[config.mk]
export PLATFORM = sky130hd
export DESIGN_NAME = sync_filter
export DESIGN_NICKNAME = d
export VERILOG_FILES = /design/src/rtl/sync_filter.sv
export SDC_FILE = /design/constraint.sdc
export NUM_CORES = 1
export LEC_CHECK = 0
export ABC_CLOCK_PERIOD_IN_PS = 1300
export CAP_MARGIN = 25
export CORE_ASPECT_RATIO = 1.25
export CORE_MARGIN = 2
export CORE_UTILIZATION = 35
export CTS_CLUSTER_DIAMETER = 60
export DETAILED_ROUTE_END_ITERATION = 12
export DONT_BUFFER_PORTS = 1
export PLACE_DENSITY = 0.52
export SLEW_MARGIN = 20
export SYNTH_ARGS = -nofsm -noshare
export SYNTH_HDL_FRONTEND = slang
export SYNTH_SLANG_ARGS = --single-unit
[constraint.sdc]
create_clock -name clk -period 1.3 [get_ports clk]
set_input_delay 0.325 -clock clk [delete_from_list [all_inputs] [get_ports clk]]
set_output_delay 0.325 -clock clk [all_outputs]
set_load 0.05 [all_outputs]
[src/rtl/sync_filter.sv]
// Multi-channel input synchronizer with a consecutive-sample glitch filter and rise/fall pulses.
// Optional macro SYNC_FILTER_STICKY_EN adds per-channel sticky event flags with clr.
module sync_filter #(
   parameter int              WIDTH         = 4,
   parameter int              STAGES        = 2,
   parameter int              FILTER_CYCLES = 4,
   parameter logic [WIDTH-1:0] RST_VAL      = '0
) (
   input  logic             clk,
   input  logic             rst,
   input  logic             en,
   input  logic [WIDTH-1:0] in_async,
`ifdef SYNC_FILTER_STICKY_EN
   input  logic [WIDTH-1:0] clr,
   output logic [WIDTH-1:0] sticky,
`endif
   output logic [WIDTH-1:0] out,
   output logic [WIDTH-1:0] rise,
   output logic [WIDTH-1:0] fall,
   output logic             changed
);

   localparam int             CW   = $clog2(FILTER_CYCLES + 1);
   localparam logic [CW-1:0]  LAST = CW'(FILTER_CYCLES - 1);

   logic [WIDTH-1:0] sync_q [STAGES];
   logic [WIDTH-1:0] s;
   logic [CW-1:0]    cnt_q  [WIDTH];
   logic [CW-1:0]    cnt_d  [WIDTH];
   logic [WIDTH-1:0] out_d;
   logic [WIDTH-1:0] rise_d;
   logic [WIDTH-1:0] fall_d;

   // Plain flop chain: nothing may sit between stages or metastability gets no time to settle.
   always_ff @(posedge clk or posedge rst) begin
      if (rst) begin
         for (int k = 0; k < STAGES; k++) sync_q[k] <= RST_VAL;
      end else begin
         sync_q[0] <= in_async;
         for (int k = 1; k < STAGES; k++) sync_q[k] <= sync_q[k-1];
      end
   end

   assign s = sync_q[STAGES-1];

   always_comb begin
      // NOTE: every output of this block gets a default first, so no branch can infer a latch.
      out_d  = out;
      rise_d = '0;
      fall_d = '0;
      for (int i = 0; i < WIDTH; i++) begin
         cnt_d[i] = '0;
         if (en && (s[i] != out[i])) begin
            if (cnt_q[i] == LAST) begin
               out_d[i]  = s[i];
               rise_d[i] = s[i];
               fall_d[i] = ~s[i];
            end else begin
               cnt_d[i] = cnt_q[i] + CW'(1);
            end
         end
      end
   end

   // NOTE: state is updated with non-blocking assignments so every flop samples pre-edge values.
   always_ff @(posedge clk or posedge rst) begin
      if (rst) begin
         for (int i = 0; i < WIDTH; i++) cnt_q[i] <= '0;
         out     <= RST_VAL;
         rise    <= '0;
         fall    <= '0;
         changed <= 1'b0;
      end else begin
         for (int i = 0; i < WIDTH; i++) cnt_q[i] <= cnt_d[i];
         out     <= out_d;
         rise    <= rise_d;
         fall    <= fall_d;
         changed <= |(rise_d | fall_d);
      end
   end

`ifdef SYNC_FILTER_STICKY_EN
   // A pulse in the same cycle as clr keeps the flag set, so no event is lost.
   always_ff @(posedge clk or posedge rst) begin
      if (rst) sticky <= '0;
      else     sticky <= (sticky & ~clr) | rise | fall;
   end
`endif

endmodule
Yosys cells after proc, flatten, opt, wreduce, memory -nomap -nowiden --
Cells that the tools add are included.
Word-level totals: register bits after elaboration 33, input port bits 7, output and inout port bits 13, logic and storage cells 63
Cells by class: add/sub/neg operators 4, equal/unequal tests 8, multiplexer cells 24, bitwise operators 5, reduce and logical (&&, ||, !) cells 9
Operators by type and width (number):
- two-way mux 3 bit | 8
- two-way mux 1 bit | 16
- adder 3 x 1 -> 3 bit (second input constant) | 4
- == test 3 x 2 -> 1 bit (second input constant) | 4
- AND reduction 2 bit | 4
- logical AND 1 bit | 4
- inequality test 1 bit | 4
- NOT 1 bit | 4
- bitwise OR 4 bit | 1
- OR reduction 4 bit | 1

Depth between registers and ports, before layout --
word-level depth 5, mapped depth 4, mapped depth without buffers 4

Worst setup path before layout --
Ideal clock, no wire load.
kind reg-to-reg, from reg out[2], to reg out[2], library setup time 0.128 ns, arrival time 1.350 ns, data required time 1.172 ns, setup slack -0.178 ns, cell stages (with the launch flop) 4, buffers on the path 0, period minus slack after synthesis 1.478 ns, path through dfrtp_1 xor2_2 nand4b_2 mux2_1
On the way: word-level cells in the longest chain between the ends 3
RTL lines:
- start: declaration | line 17 | output logic [WIDTH-1:0] out,
- start signal: assignment | line 75 | out <= out_d;
- inequality test 1 bit | line 53 | if (en && (s[i] != out[i])) begin
- logical AND 1 bit | line 53
- AND reduction 2 bit (no line)
Every way passes these cells. A chain may end at the register's enable or synchronous reset.

Final worst setup path --
from reg out[1], to out out[1]
No word-level cell between the ends.

==> metrics.md <==
| Metric | Value |
|---|---|
| Status | complete, no violations |
| DR WL met2 | 911 µm |
| Yosys cell types | 13 |
| Power per cell area | 1390 mW/mm² |
| Sequential fraction of design power | 0.553 |
| Worst setup EP type | output pin |
| Synth warn | 0 |
| Syn-to-layout area delta | 17.3% |
| Final hold violations | 0 |
| Antenna viol nets, final | 0 |
| CP Max Fanout | 2 |
| Final Cell Area | 0.00145 mm² |
| Master of the slowest instance on the critical path | dfrtp_2 |
| Sw frac | 0.246 |
| H-tree lvl count | 2 |
| P_sw | 0.496 mW |
| FILL cells | ~330 |
| RSZ-0062 raised after global routing | no |
| Largest net degree at the start of global routing | 34 |
| Area of the core region | 0.00345 mm² |
| Iter 0 DRT Violations | 7 |
| Final Cycle Share | 0.944 |
| Max incr delay on CP | 0.43 ns |
| CP startpoint kind | flip-flop |
| Initial DRT Pass Iterations | 4 |
| Combinational power share | 0.095 |
| Placed cell area | 0.00137 mm² |
| Drt via density | 4.63 |
| Post-synthesis cell area | between 0.001 and 0.0015 mm² |
| Wire per inst | 12.7 µm |
| Die X | 57.2 µm |
| Commonest non-fill, non-tap cell in the layout | dfrtp_1 |
| Final GP Congestion | 0.758 |
| CTS buffer count | 5 |
| Worst vdd ir | 661 µV |
| Full die area | between 0.004 and 0.005 mm² |
| Antenna Cells | 0 |
| Int Power | 1.52 mW |
| IO buf count | 0 |
| DRC errors left | 0 |
| Layout Skew | 0.00189 ns |
| Final Max Slew Viols | 0 |
| Final wirelength | 1830 µm |
| Worst min-delay path category | in -> async |
| GRT Total Usage | 0.110 |
| CP Cell Sequence | buf_4 |
| Initial antenna violation count | 0 |
| Die height | 70.5 µm |
| Vias | roughly 670 |
| CP delay by family, top | flip-flops |
| CTS tree | built |
| Placement Rows | 24 |
| Buf+Inv Stages, Crit Path | 1 |
| Lkg Pwr | 0.790 nW |
| Critical Path RT | 0.98 ns |
| Root Buffer | clkbuf_8 |
| Synthesized area per cell | around 14 µm² |
| Setup bufs post-CTS | 0 |
| Post-synthesis register bit count | 33 |
| CP arrival | 0.90 ns |
| Post-synthesis cell count | 88 |
| Clock power frac | 0.352 |
| Critical path class | reg -> out |
| Max Clk Rate | 0.815 GHz |
| Met1 wire length | 772 µm |
| First-pass GRT wire length | 3190 µm |
| Hold-fix buffers at CTS | 0 |
| Min Tclk post-route | ~1.2 ns |
| Final core occ | 0.421 |
| Routed wl met3 | approximately 110 µm |
| GR Overflow Total | 0 |
| # setup viols final | 0 |
| Most frequent cells in the layout | 29 x dfrtp_1, 16 x nor2_1, 10 x buf_4 |
| Share of cells above drive strength 1 | 0.276 |
| Max-Cap Viols | 0 |
| Clk buf depth | 2 |
| Top Ports | 20 |
| Worst slew margin | 0.702 |
| Worst slew pin tran | 0.448 ns |
| Number of global-route vias before repair | 689 |
| Reg clk slew, reported paths | 0.06 ns |
| Initial Utilization | 0.359 |
| Cts repair resizes | 0 |
| Seq/Total Area, Yosys | 0.666 |
| NumNets Final | between 100 and 150 |
| Latest clock arrival within the worst-skew pair | 0.28 ns |
| WHS | 0.0158 ns |
| Top layer in use | met4 |
| Syn Nets | 99 |
| Clock sinks | 33 |
| Final HPWL DP | ~1300 µm |
cell families after synthesis:
family        after synthesis  synth area share
fa+ha+maj                   4            0.0404
buf+inv                    10            0.0333
mux                         4            0.0363
simple gates               33             0.172
xor+xnor                    4            0.0525
flops                      33             0.666
stage by stage:
step / cells / TNS [ns] / setup slack (ns) / total power, mW
finish: 144 / 0 / 0.0723 / 2.02
global route: 144 / 0 / 0.00536 / 2.14
CTS: 144 / 0 / 0.0524 / 2.06
detailed placement: 136 / 0 / 0.0651 / 1.33
global placement: 136 / 0 / 0.0812 / 1.32
floorplan: 88 / -0.0739 / -0.0204 / 1.28
power groups by stage:
stage                     Sequential, mW  Combinational (mW)  Clock (mW)
after CTS                           1.12               0.196       0.750
after global routing                1.12               0.215       0.796
after floorplan                     1.18               0.101           0
after global placement              1.13               0.187           0
after detailed placement            1.14               0.195           0
final                               1.12               0.192       0.711
final timing paths:
check                           slack [ns]        end        start  cells past startpoint
worst min-delay path                  0.02   cnt_q[3]          rst                      2
worst min register to register        0.35       s[1]    sync_q[5]                      0
worst max register to register        0.08     out[1]       out[1]                      3
worst max-delay path                  0.07     out[1]       out[1]                      1
max in group asynchronous             0.96     out[0]          rst                      2
min in group clk                      0.07  sync_q[7]  in_async[3]                      0
state kept, by name, summed over array words and instances, names as in the netlist:
name,count
out,4
sync_q,4
rise,4
s,4
changed,1
fall,4
cnt_q,12
layout make-up:
| class | instances | area, µm² | area share |
|---|---|---|---|
| Clock buffer | 8 | 80.1 | 0.0551 |
| Inverter | 9 | 33.8 | 0.0232 |
| Multi-Input combinational cell | 45 | 385 | 0.265 |
| Sequential cell | 33 | 831 | 0.571 |
| Tap cell | 39 | 48.8 | 0.0336 |
| Timing Repair Buffer | 10 | 75.1 | 0.0516 |
per-layer routing:
| metal | vias to the layer above | global-route usage |
|---|---|---|
| li1 | 312 | - |
| met1 | 336 | 0.125 |
| met2 | 16 | 0.157 |
| met3 | 2 | 0.0676 |
| met4 | 0 | 0.0620 |
| met5 | - | 0 |
Yosys cell counts, drive strengths merged:
library cell  count  share of area
buf               1         0.0061
nand4b            4          0.048
nand3             4          0.016
dfrtp            33           0.67
nor2             16          0.048
nand2b            4          0.020
and4b             4          0.033
inv               9          0.027
nand4             1         0.0050
ha                4          0.040
mux2              4          0.036
xor2              4          0.052
(Power assumes the default switching activity.)
